[src/rtl/uart_tx.sv]
// UART transmitter: TX FIFO / holding register, divisor-based baud prescaler and
// frame serialiser producing txd_out plus the THRE/TEMT line-status flags.
module uart_tx #(
  parameter int   FIFO_DEPTH = 16,
  parameter logic IDLE_LEVEL = 1'b1
) (
  input  logic        apb_clk_in,
  input  logic        apb_rstn_in,
  input  logic        thr_wr_in,
  input  logic [7:0]  thr_in,
  input  logic        fifoen_in,
  input  logic        txclr_in,
  input  logic [1:0]  wls_in,
  input  logic        stb_in,
  input  logic        pen_in,
  input  logic        eps_in,
  input  logic        sp_in,
  input  logic        bc_in,
  input  logic [15:0] dlr_in,
  input  logic        osm_in,
  input  logic        utrst_in,
  output logic        txd_out,
  output logic        thre_out,
  output logic        temt_out,
  output logic [4:0]  tx_count_out,
  output logic        tx_ovf_out
);
  localparam int AW = $clog2(FIFO_DEPTH);
  localparam int CW = AW + 1;

  typedef enum logic [2:0] {S_IDLE, S_START, S_DATA, S_PARITY, S_STOP} state_t;

  function automatic logic [5:0] bit_ticks(input logic osm);
    return osm ? 6'd13 : 6'd16;
  endfunction

  function automatic logic [5:0] stop_ticks(input logic osm, input logic stb, input logic [1:0] wls);
    if (!stb) return bit_ticks(osm);
    if (wls == 2'd0) return osm ? 6'd20 : 6'd24;
    return osm ? 6'd26 : 6'd32;
  endfunction

  function automatic logic parity_bit(input logic [7:0] d, input logic [1:0] wls,
                                      input logic eps, input logic sp);
    logic [7:0] m;
    m = d & (8'hFF >> (2'd3 - wls));
    return sp ? ~eps : ((^m) ^ ~eps);
  endfunction

  state_t          state, state_d;
  logic [15:0]     pcnt, pcnt_d;
  logic [5:0]      tcnt, tcnt_d, bit_len;
  logic [2:0]      bcnt, bcnt_d;
  logic [7:0]      shreg, shreg_d, head;
  logic [1:0]      wls_q, wls_d;
  logic            stb_q, stb_d, pen_q, pen_d, osm_q, osm_d, par_q, par_d;
  logic [7:0]      mem [FIFO_DEPTH];
  logic [AW-1:0]   wptr, rptr;
  logic [CW-1:0]   count, count_d, depth;
  logic            fifoen_q, txd_q, txd_d, thre_q, temt_q, ovf_q;
  logic            tick, bit_done, pop, clr, wr_ok, ovf_d;

  assign head     = mem[rptr];
  assign tick     = (dlr_in != 16'd0) && (pcnt >= dlr_in - 16'd1);
  assign bit_len  = (state == S_STOP) ? stop_ticks(osm_q, stb_q, wls_q) : bit_ticks(osm_q);
  assign bit_done = tick && (tcnt == bit_len - 6'd1);
  // A pop both loads the shifter and frees a slot for a same-cycle write.
  assign pop      = utrst_in && (count != '0) &&
                    ((state == S_IDLE) || ((state == S_STOP) && bit_done));
  assign clr      = txclr_in || (fifoen_in != fifoen_q) || !utrst_in;
  assign depth    = fifoen_in ? CW'(FIFO_DEPTH) : CW'(1);
  assign wr_ok    = thr_wr_in && !clr && ((count < depth) || pop);
  assign ovf_d    = thr_wr_in && !clr && !wr_ok;
  assign count_d  = clr ? '0 : count + CW'(wr_ok) - CW'(pop);

  always_comb begin
    state_d = state;
    pcnt_d  = pcnt;
    if (tick) pcnt_d = '0;
    else if (dlr_in != 16'd0) pcnt_d = pcnt + 16'd1;
    tcnt_d  = bit_done ? '0 : (tick ? tcnt + 6'd1 : tcnt);
    bcnt_d  = bcnt;
    shreg_d = shreg;
    par_d   = par_q;
    wls_d   = wls_q;
    stb_d   = stb_q;
    pen_d   = pen_q;
    osm_d   = osm_q;
    case (state)
      S_IDLE:   tcnt_d = '0;
      S_START:  if (bit_done) state_d = S_DATA;
      S_DATA:
        if (bit_done) begin
          if (bcnt == ({1'b0, wls_q} + 3'd4)) begin
            state_d = pen_q ? S_PARITY : S_STOP;
          end else begin
            bcnt_d  = bcnt + 3'd1;
            shreg_d = shreg >> 1;
          end
        end
      S_PARITY: if (bit_done) state_d = S_STOP;
      S_STOP:   if (bit_done) state_d = S_IDLE;
      default:  state_d = S_IDLE;
    endcase
    if (pop) begin
      state_d = S_START;
      pcnt_d  = '0;
      tcnt_d  = '0;
      bcnt_d  = '0;
      shreg_d = head;
      wls_d   = wls_in;
      stb_d   = stb_in;
      pen_d   = pen_in;
      osm_d   = osm_in;
      par_d   = parity_bit(head, wls_in, eps_in, sp_in);
    end
    if (!utrst_in) begin
      state_d = S_IDLE;
      pcnt_d  = '0;
      tcnt_d  = '0;
      bcnt_d  = '0;
    end
    // Output register follows the next state so txd changes with the state.
    case (state_d)
      S_START:  txd_d = 1'b0;
      S_DATA:   txd_d = shreg_d[0];
      S_PARITY: txd_d = par_d;
      S_STOP:   txd_d = 1'b1;
      default:  txd_d = IDLE_LEVEL;
    endcase
  end

  always_ff @(posedge apb_clk_in or negedge apb_rstn_in) begin
    if (!apb_rstn_in) begin
      state     <= S_IDLE;
      pcnt      <= '0;
      tcnt      <= '0;
      bcnt      <= '0;
      wls_q     <= '0;
      stb_q     <= 1'b0;
      pen_q     <= 1'b0;
      osm_q     <= 1'b0;
      wptr      <= '0;
      rptr      <= '0;
      count     <= '0;
      fifoen_q  <= 1'b0;
      txd_q     <= IDLE_LEVEL;
      thre_q    <= 1'b1;
      temt_q    <= 1'b1;
      ovf_q     <= 1'b0;
    end else begin
      state     <= state_d;
      pcnt      <= pcnt_d;
      tcnt      <= tcnt_d;
      bcnt      <= bcnt_d;
      wls_q     <= wls_d;
      stb_q     <= stb_d;
      pen_q     <= pen_d;
      osm_q     <= osm_d;
      wptr      <= clr ? '0 : (wr_ok ? wptr + AW'(1) : wptr);
      rptr      <= clr ? '0 : (pop ? rptr + AW'(1) : rptr);
      count     <= count_d;
      fifoen_q  <= fifoen_in;
      txd_q     <= txd_d;
      thre_q    <= (count_d == '0);
      temt_q    <= (count_d == '0) && (state_d == S_IDLE);
      ovf_q     <= ovf_d;
    end
  end

  always_ff @(posedge apb_clk_in) begin
    if (wr_ok) mem[wptr] <= thr_in;
    shreg <= shreg_d;
    par_q <= par_d;
  end

  assign txd_out      = bc_in ? 1'b0 : txd_q;
  assign thre_out     = thre_q;
  assign temt_out     = temt_q;
  assign tx_count_out = 5'(count);
  assign tx_ovf_out   = ovf_q;
endmodule
[config.mk]
export PLATFORM = sky130hd
export DESIGN_NAME = uart_tx
export DESIGN_NICKNAME = d
export VERILOG_FILES = /design/src/rtl/uart_tx.sv
export SDC_FILE = /design/constraint.sdc
export NUM_CORES = 1
export LEC_CHECK = 0
export BUFFER_PORTS_ARGS = -buffer_cell sky130_fd_sc_hd__buf_2
export CAP_MARGIN = 10
export CORE_ASPECT_RATIO = 0.75
export CORE_UTILIZATION = 30
export CTS_CLUSTER_SIZE = 28
export DETAILED_ROUTE_END_ITERATION = 16
export GPL_TIMING_DRIVEN = 0
export PLACE_DENSITY = 0.45
export SYNTH_ARGS = -nofsm -noshare
export SYNTH_HDL_FRONTEND = slang
export SYNTH_SLANG_ARGS = --single-unit
[constraint.sdc]
create_clock -name apb_clk_in -period 5.7 [get_ports apb_clk_in]
set_input_delay 0.285 -clock apb_clk_in [delete_from_list [all_inputs] [get_ports apb_clk_in]]
set_output_delay 0.285 -clock apb_clk_in [all_outputs]
set_load 0.01 [all_outputs]
# --- Yosys cells after proc, flatten, opt, wreduce, memory -nomap -nowiden ---
# Memory sizes are Yosys's and may differ from the RTL's.
# Cells that the tools add are included.
word_totals:
  ff_bits: 60
  latchBits: 0
  ramBits: 128
  rom_bits: 0
  input_bits: 38
  output_inout_bits: 9
  word_cells: 131
  mem_count: 1
op_classes:
  n_addsub: 11
  multipliers: 0
  div: 0
  order_cmp: 2
  eq_ne: 16
  shifts: 1
  muxes: 49
  bitwise: 3
  reduce_logical: 29
memory_table:
  columns: ["memory", "depth", "width", "rd", "rd_ports_with_merged_regs", "write_ports", "line_no", "source"]
  rows:
  - ["mem", 16, 8, 1, 0, 1, "57", "logic [7:0] mem [FIFO_DEPTH];"]
ops:
  columns: ["cell", "count"]
  rows:
  - ["$mux W6", 11]
  - ["$mux W16", 4]
  - ["$mux W3", 13]
  - ["$mux W8", 4]
  - ["$mux W4", 5]
  - ["$add A16 B1 Y16 const B", 1]
  - ["$ge A16 B16 Y1", 1]
  - ["$reduce_bool A16 Y1", 1]
  - ["$sub A16 B1 Y16 const B", 1]
  - ["$mux W5", 3]
  - ["$pmux W3 S5", 1]
  - ["$eq A3 B2 Y1 const B", 4]
  - ["$logic_and A1 B1 Y1", 9]
  - ["$add A4 B1 Y4 const B", 2]
  - ["$and A8 B8 Y8", 1]
  - ["$reduce_bool A2 Y1", 4]
  - ["$reduce_xor A8 Y1", 1]
  - ["$shr A8 B2 Y8 const A", 1]
  - ["$mux W1", 7]
  - ["$add A6 B1 Y6 const B", 1]
  - ["$eq A3 B1 Y1 const B", 2]
  - ["$eq A6 B6 Y1", 1]
  - ["$logic_not A3 Y1", 2]
  - ["$ne A3 B1 Y1 const B", 2]
  - ["23 further kinds", 29]

# --- Logic depth before layout (Yosys ltp) ---
depth:
  depth_word: 19
  mapped_depth: 26
  ltp_nobuf: 25

# --- Worst setup path after synthesis ---
# No wires, ideal clock.
synth_timing:
  kind: "input -> register"
  start: "in dlr_in[6]"
  end: "reg temt_q (netlist: temt_out)"
  setup_time_ns: 0.089
  t_arrival_ns: 4.774
  required_ns: 5.611
  slack_ns: 0.837
  path_stages: 24
  n_path_buf: 1
  path_cell_list: "or4_1 -> or3_4 -> nor4_4 -> nand3_1 -> xor2_1 -> ha_1 -> nand4_1 -> o21ai_0 -> a21oi_2 -> or4_4 -> nand2_2 -> buf_6 -> nand2_1 -> o41ai_1 -> ha_1 -> inv_1 -> fa_1 -> nor2_1 -> nor2_1 -> nor2_1 -> or3_1 -> a21oi_1 -> nor3_1 -> nor4b_2"
synth_via:
  elab_chain_len: 14
  word_cells_on_any_way: 23
  cone_classes: "3 x add/sub; 1 x order compare; 8 x mux; 11 x reduce/logical"
synth_rtl:
  columns: ["item", "line_no", "source"]
  rows:
  - ["start, declared", "19", "input logic [15:0] dlr_in,"]
  - ["$sub A16 B1 Y16", "64", "assign tick = (dlr_in != 16'd0) && (pcnt >= dlr_in - 16'd1);"]
  - ["$ge A16 B16 Y1", "64", null]
  - ["$logic_and A1 B1 Y1 *", "64", null]
  - ["$logic_and A1 B1 Y1 *", "66", "assign bit_done = tick && (tcnt == bit_len - 6'd1);"]
  - ["$logic_and A1 B1 Y1 *", "69", "((state == S_IDLE) || ((state == S_STOP) && bit_done));"]
  - ["$logic_or A1 B1 Y1 *", "69", null]
  - ["$logic_and A1 B1 Y1 *", "68", "assign pop = utrst_in && (count != '0) &&"]
  - ["$logic_or A1 B1 Y1", "72", "assign wr_ok = thr_wr_in && !clr && ((count < depth) || pop);"]
  - ["$logic_and A1 B1 Y1", "72", null]
  - ["$add A5 B1 Y5", "74", "assign count_d = clr ? '0 : count + CW'(wr_ok) - CW'(pop);"]
  - ["$sub A5 B1 Y5 *", "74", null]
  - ["$mux W5 *", "74", null]
  - ["via count_d[4]", "59", "logic [CW-1:0] count, count_d, depth;"]
  - ["$logic_not A5 Y1 *", "166", "temt_q <= (count_d == '0) && (state_d == S_IDLE);"]
  - ["$logic_and A1 B1 Y1 *", "166", null]
  - ["end signal, assigned", "166", null]
  - ["end, declared", "60", "logic fifoen_q, txd_q, txd_d, thre_q, temt_q, ovf_q;"]
# Mark *: on every way through the listed nets, which the timed path passes. The rest lies on a longest branch.
# A chain may end at the register's enable or synchronous reset.

# --- Worst setup path in the final report ---
# Same ends and word-level chain as after synthesis.

==> results.md <==
Final layout:
- The fraction of layout instances using a drive strength above 1 is about a fifth.
- The number of nets in the layout is 841.
- Excluding fillers, the count of instances in the completed layout stands at between 1000 and 1500.
- The repair_antennas step left the layout with diodes totalling 0.
- The area growth from synthesis to layout is 14.5%.
- The share of the core filled with cells is 35.1%.

Clock network:
- The cell chosen for the clock root is sky130_fd_sc_hd__clkbuf_16.
- TritonCTS built the clock tree.
- The H-tree generated during clock tree synthesis spans 4 levels.
- For this design, the sink count on the clock tree is roughly 190.
- The clock passes through at most 2 buffers.
- In this run, CTS created clock tree buffers numbering 17.
- Clock-pin slew was measured on the worst setup and hold paths at about 0.070 ns.
- The post-CTS setup buffer count is 0.
- For the worst-skew pair, the clock arrives at the later sink with an insertion delay of 0.44 ns.

Routing:
- The count of unresolved DRC violations after routing is 0.
- For this block, the routed nets add up to about 22000 um of wire.
- In the final routed layout, each cell accounts on average for 19.1 um.
- Summing over every cut layer, the via total after detailed routing is 5846.
- The count of nets left with antenna violations after detail routing is 0.
- After detailed routing, the number of vias per cell comes to 4.98.
- In this run, the number of DRC markers left after iteration 0 of detailed routing was 362.
- Before antenna repair, the detailed router went through 5 iterations.

Yosys:
- The synthesized net count is 776.
- The average size of a mapped cell is about 13 um2.
- By area the synthesized netlist is led by sky130_fd_sc_hd__edfxtp_1 (44%), sky130_fd_sc_hd__dfrtp_1 (13%), sky130_fd_sc_hd__ha_1 (5.3%).
- Synthesis handed over a netlist of 698 instances.
- sky130_fd_sc_hd__edfxtp_1 takes more of the synthesized area than any other cell.
- Among all flip-flop cells after synthesis, the most frequent one is sky130_fd_sc_hd__edfxtp_1.
- The share of the yosys chip area belonging to registers is about 58%.
- Yosys mapped a number of flops with a built-in enable equal to 135.
- The portion of synthesized cell area occupied by the leading cell type is 43.7%.
- During synthesis, Yosys emitted a total of 0 warnings.
- After synthesis the cells add up to 9270 um2.
- The synthesized netlist contains about 80 unique library cells.
- The proportion of register bits with asynchronous set or reset after synthesis is 27.1%.
- The register bit count reported by yosys is 188.

Placed design:
- The post-detailed-placement half-perimeter wirelength is between 15000 and 20000 um.
- The routability congestion estimate from global placement is between 0.8 and 0.9.
- In this run, placement finished with an instance count of 1142.
- Buffers placed on the I/O ports in this run total between 40 and 50.
- The placement-stage worst setup slack is -0.284 ns.

Setup path:
- The startpoint kind of the worst setup timing path is a primary input.
- STA puts the critical path data arrival time at 5.66 ns.
- In this run the critical register-to-register path is captured at temt_out.
- For the worst setup path, the data required time is 6.05 ns.
- The type of the worst setup path is primary input to register.
- Along the worst path, the maximum fanout reaches 10.
- For the worst flop-to-flop path, the logic depth is 24.
- The setup check on the worst reg-to-reg path leaves a slack of 0.45 ns.
- In this run the worst setup path begins at dlr_in[6].
- The sort of element at the end of the critical path is a register.
- The startpoint of the worst register-to-register path is state[1].
- The worst setup path endpoint is temt_out.

STA:
- The post-route worst hold slack is between 0.02 and 0.025 ns.
- The count of pins over their slew limit is 0.
- Setup repair after global routing left no endpoint under its margin.
- The setup TNS is 0 ns.
- The relative slew slack is around 31%.
- The final worst clock skew is 0.0109 ns.
- The post-route worst setup slack is 0.386 ns.
- The maximum operating frequency is 188 MHz.
- Counting I/O delays and the setup requirement, the final critical path takes 5.31 ns.
- The pin slew with the least headroom to its limit is 1.03 ns.
- The final hold violation count is 0.
- The number of setup violations in the final report is 0.
- Of the available clock period, the critical path in the final layout requires 93.2%.

Power:
- For this design the ratio of total power to cell area is 281 nW/um2.
- The worst-case IR drop observed on VDD is roughly 0.22 mV.
- The static leakage is 3.86 nW.

Floorplanning:
- The floorplan step defined a die boundary enclosing between 30000 and 40000 um2.
- The initial core utilization is 30.6%.
- The number of placement rows is 55.
- The core region is 30300 um2.
- In this run the vertical extent of the chip is 154 um.
- The floorplan die width is 205 um.
- The I/O pin count is 47.

GRT:
- Global routing used around 15% of the available tracks across all layers.
- The pin count of the biggest net entering global routing is 52.
- The first global-routing pass estimated between 30000 and 40000 um of wire.
- The leftover overflow at the end of global routing is 0.
- The number of antenna violations at the first check in global routing is 1.
- The number of global-route vias before repair is 6039.

Hold path:
- The min-delay analysis places its worst path in the category primary input to register.

Run:
- Max-cap violations in this run came to 0.

Run status:
- The run finished with clean final reports.
==> worst max-delay path, stage by stage <==
cell	delay (ns)
sky130_fd_sc_hd__buf_2	0.14
sky130_fd_sc_hd__or4_1	0.57
sky130_fd_sc_hd__or3_4	0.40
sky130_fd_sc_hd__nor4_4	0.17
sky130_fd_sc_hd__nand3_1	0.12
sky130_fd_sc_hd__xor2_1	0.20
sky130_fd_sc_hd__ha_1	0.31
sky130_fd_sc_hd__nand4_1	0.11
sky130_fd_sc_hd__o21ai_0	0.23
sky130_fd_sc_hd__a21oi_2	0.15
sky130_fd_sc_hd__or4_4	0.60
sky130_fd_sc_hd__nand2_2	0.21
sky130_fd_sc_hd__buf_6	0.19
sky130_fd_sc_hd__nand2_1	0.11
sky130_fd_sc_hd__o41ai_1	0.10
sky130_fd_sc_hd__ha_1	0.25
sky130_fd_sc_hd__inv_1	0.06
sky130_fd_sc_hd__fa_1	0.40
sky130_fd_sc_hd__nor2_1	0.12
sky130_fd_sc_hd__nor2_1	0.05
sky130_fd_sc_hd__nor2_1	0.11
sky130_fd_sc_hd__or3_1	0.12
sky130_fd_sc_hd__a21oi_1	0.09
sky130_fd_sc_hd__nor3_2	0.27
sky130_fd_sc_hd__nor4b_2	0.28
==> worst min-delay path by stage <==
stage / startpoint / to / slack (ns) / depth (start not counted)
after floorplan: apb_rstn_in / bcnt[0] / -0.01 / 0
after global placement: par_q / txd_q / 0.46 / 2
after detailed placement: par_q / txd_q / 0.45 / 2
after CTS: fifoen_in / fifoen_q / 0.007 / 1
after global routing: fifoen_in / fifoen_q / 0.01 / 1
final: fifoen_in / fifoen_q / 0.02 / 1
==> report_power, final <==
part           leakage, nW  internal (mW)  switching, mW
registers             1.93           1.49         0.0223
clock network        0.281          0.665          0.532
logic                 1.65          0.117          0.156
total                 3.86           2.27          0.710
==> layout make-up <==
cell class | instances | area, um2
Multi-Input combinational cell | 463 | 3670
Sequential cell | 188 | 5370
Clock buffer | 21 | 450
Buffer | 25 | 164
Timing Repair Buffer | 46 | 238
Tap cell | 399 | 499
Inverter | 22 | 82.6
Clock inverter | 11 | 133
Fill cell | 2957 | 19700
==> cells by family (layout without fill, tap and decap cells) <==
logic type	after synthesis	in the layout	synth area share, %
adders and majority gates	40	40	5.48
AOI/OAI and AO/OA	115	115	8.69
DFF	188	188	58.0
and+or+nand+nor	202	202	12.0
buffers and inverters	47	125	2.66
xor gates and xnor gates	45	45	4.40
muxes	61	61	8.80
==> cells in the mapped netlist (7+ instances only) <==
master	count
sky130_fd_sc_hd__a21oi_1	13
sky130_fd_sc_hd__a221oi_1	16
sky130_fd_sc_hd__a22oi_1	8
sky130_fd_sc_hd__and3_1	16
sky130_fd_sc_hd__buf_2	8
sky130_fd_sc_hd__dfrtp_1	48
sky130_fd_sc_hd__edfxtp_1	135
sky130_fd_sc_hd__ha_1	39
sky130_fd_sc_hd__inv_1	22
sky130_fd_sc_hd__mux2i_1	41
sky130_fd_sc_hd__mux4_2	16
sky130_fd_sc_hd__nand2_1	56
sky130_fd_sc_hd__nand2b_1	8
sky130_fd_sc_hd__nand3_1	12
sky130_fd_sc_hd__nand4_1	7
sky130_fd_sc_hd__nor2_1	46
sky130_fd_sc_hd__nor3_1	10
sky130_fd_sc_hd__o21ai_0	38
sky130_fd_sc_hd__xnor2_1	27
sky130_fd_sc_hd__xor2_1	17
==> flip-flops by register name, summed over array words and instances (netlist names), 2 cells and up <==
| register | flops |
|---|---|
| rptr | 4 |
| bcnt | 3 |
| shreg | 8 |
| wls_q | 2 |
| pcnt | 16 |
| state | 3 |
| tcnt | 6 |
| tx_count_out | 5 |
| wptr | 4 |
| mem | 128 |
==> metrics by stage <==
| stage | area [um2] | total power [mW] |
|---|---|---|
| finish | 10600 | 2.98 |
| global route | 10600 | 3.10 |
| CTS | 10600 | 3.01 |
| detailed placement | 10000 | 1.81 |
| global placement | 9990 | 1.81 |
| floorplan | 9270 | 1.73 |
==> timing repair <==
item,4_1_cts,5_1_grt
gates resized for setup,0,4
hold buffers,0,1
hold endpoints to repair,0,48
setup endpoints to repair,0,2
==> routing by layer <==
layer	up-vias	track usage [%]	wire (um)
li1	2776	-	-
met1	2963	22.6	11700
met2	89	21.7	9870
met3	18	2.84	630
met4	0	4.02	255
met5	-	0	0
==> cells in the final DEF (no fill, tap or decap), types with 5 or more instances in the layout <==
cell | netlist | final
sky130_fd_sc_hd__ha_1 | 39 | 39
sky130_fd_sc_hd__nor3_1 | 10 | 8
sky130_fd_sc_hd__nand4_1 | 7 | 7
sky130_fd_sc_hd__nand2_1 | 56 | 56
sky130_fd_sc_hd__mux2i_1 | 41 | 41
sky130_fd_sc_hd__o31ai_1 | 5 | 5
sky130_fd_sc_hd__edfxtp_1 | 135 | 135
sky130_fd_sc_hd__nand2b_1 | 8 | 8
sky130_fd_sc_hd__xnor2_1 | 27 | 27
sky130_fd_sc_hd__xor2_1 | 17 | 17
sky130_fd_sc_hd__a221oi_1 | 16 | 16
sky130_fd_sc_hd__buf_2 | 8 | 52
sky130_fd_sc_hd__buf_6 | 5 | 5
sky130_fd_sc_hd__clkbuf_1 | 6 | 9
sky130_fd_sc_hd__a21oi_1 | 13 | 13
sky130_fd_sc_hd__nand3_1 | 12 | 12
sky130_fd_sc_hd__dfrtp_1 | 48 | 48
sky130_fd_sc_hd__inv_1 | 22 | 22
sky130_fd_sc_hd__a22o_1 | 6 | 6
sky130_fd_sc_hd__or3_1 | 6 | 6
sky130_fd_sc_hd__a21o_1 | 5 | 5
sky130_fd_sc_hd__o21ai_0 | 38 | 38
sky130_fd_sc_hd__nor2_1 | 46 | 45
sky130_fd_sc_hd__and3_1 | 16 | 16
sky130_fd_sc_hd__a22oi_1 | 8 | 8
sky130_fd_sc_hd__mux4_2 | 16 | 16
sky130_fd_sc_hd__nor2b_1 | 6 | 6
sky130_fd_sc_hd__clkbuf_16 | 0 | 17
No activity file was read; power rests on OpenSTA's default activity.
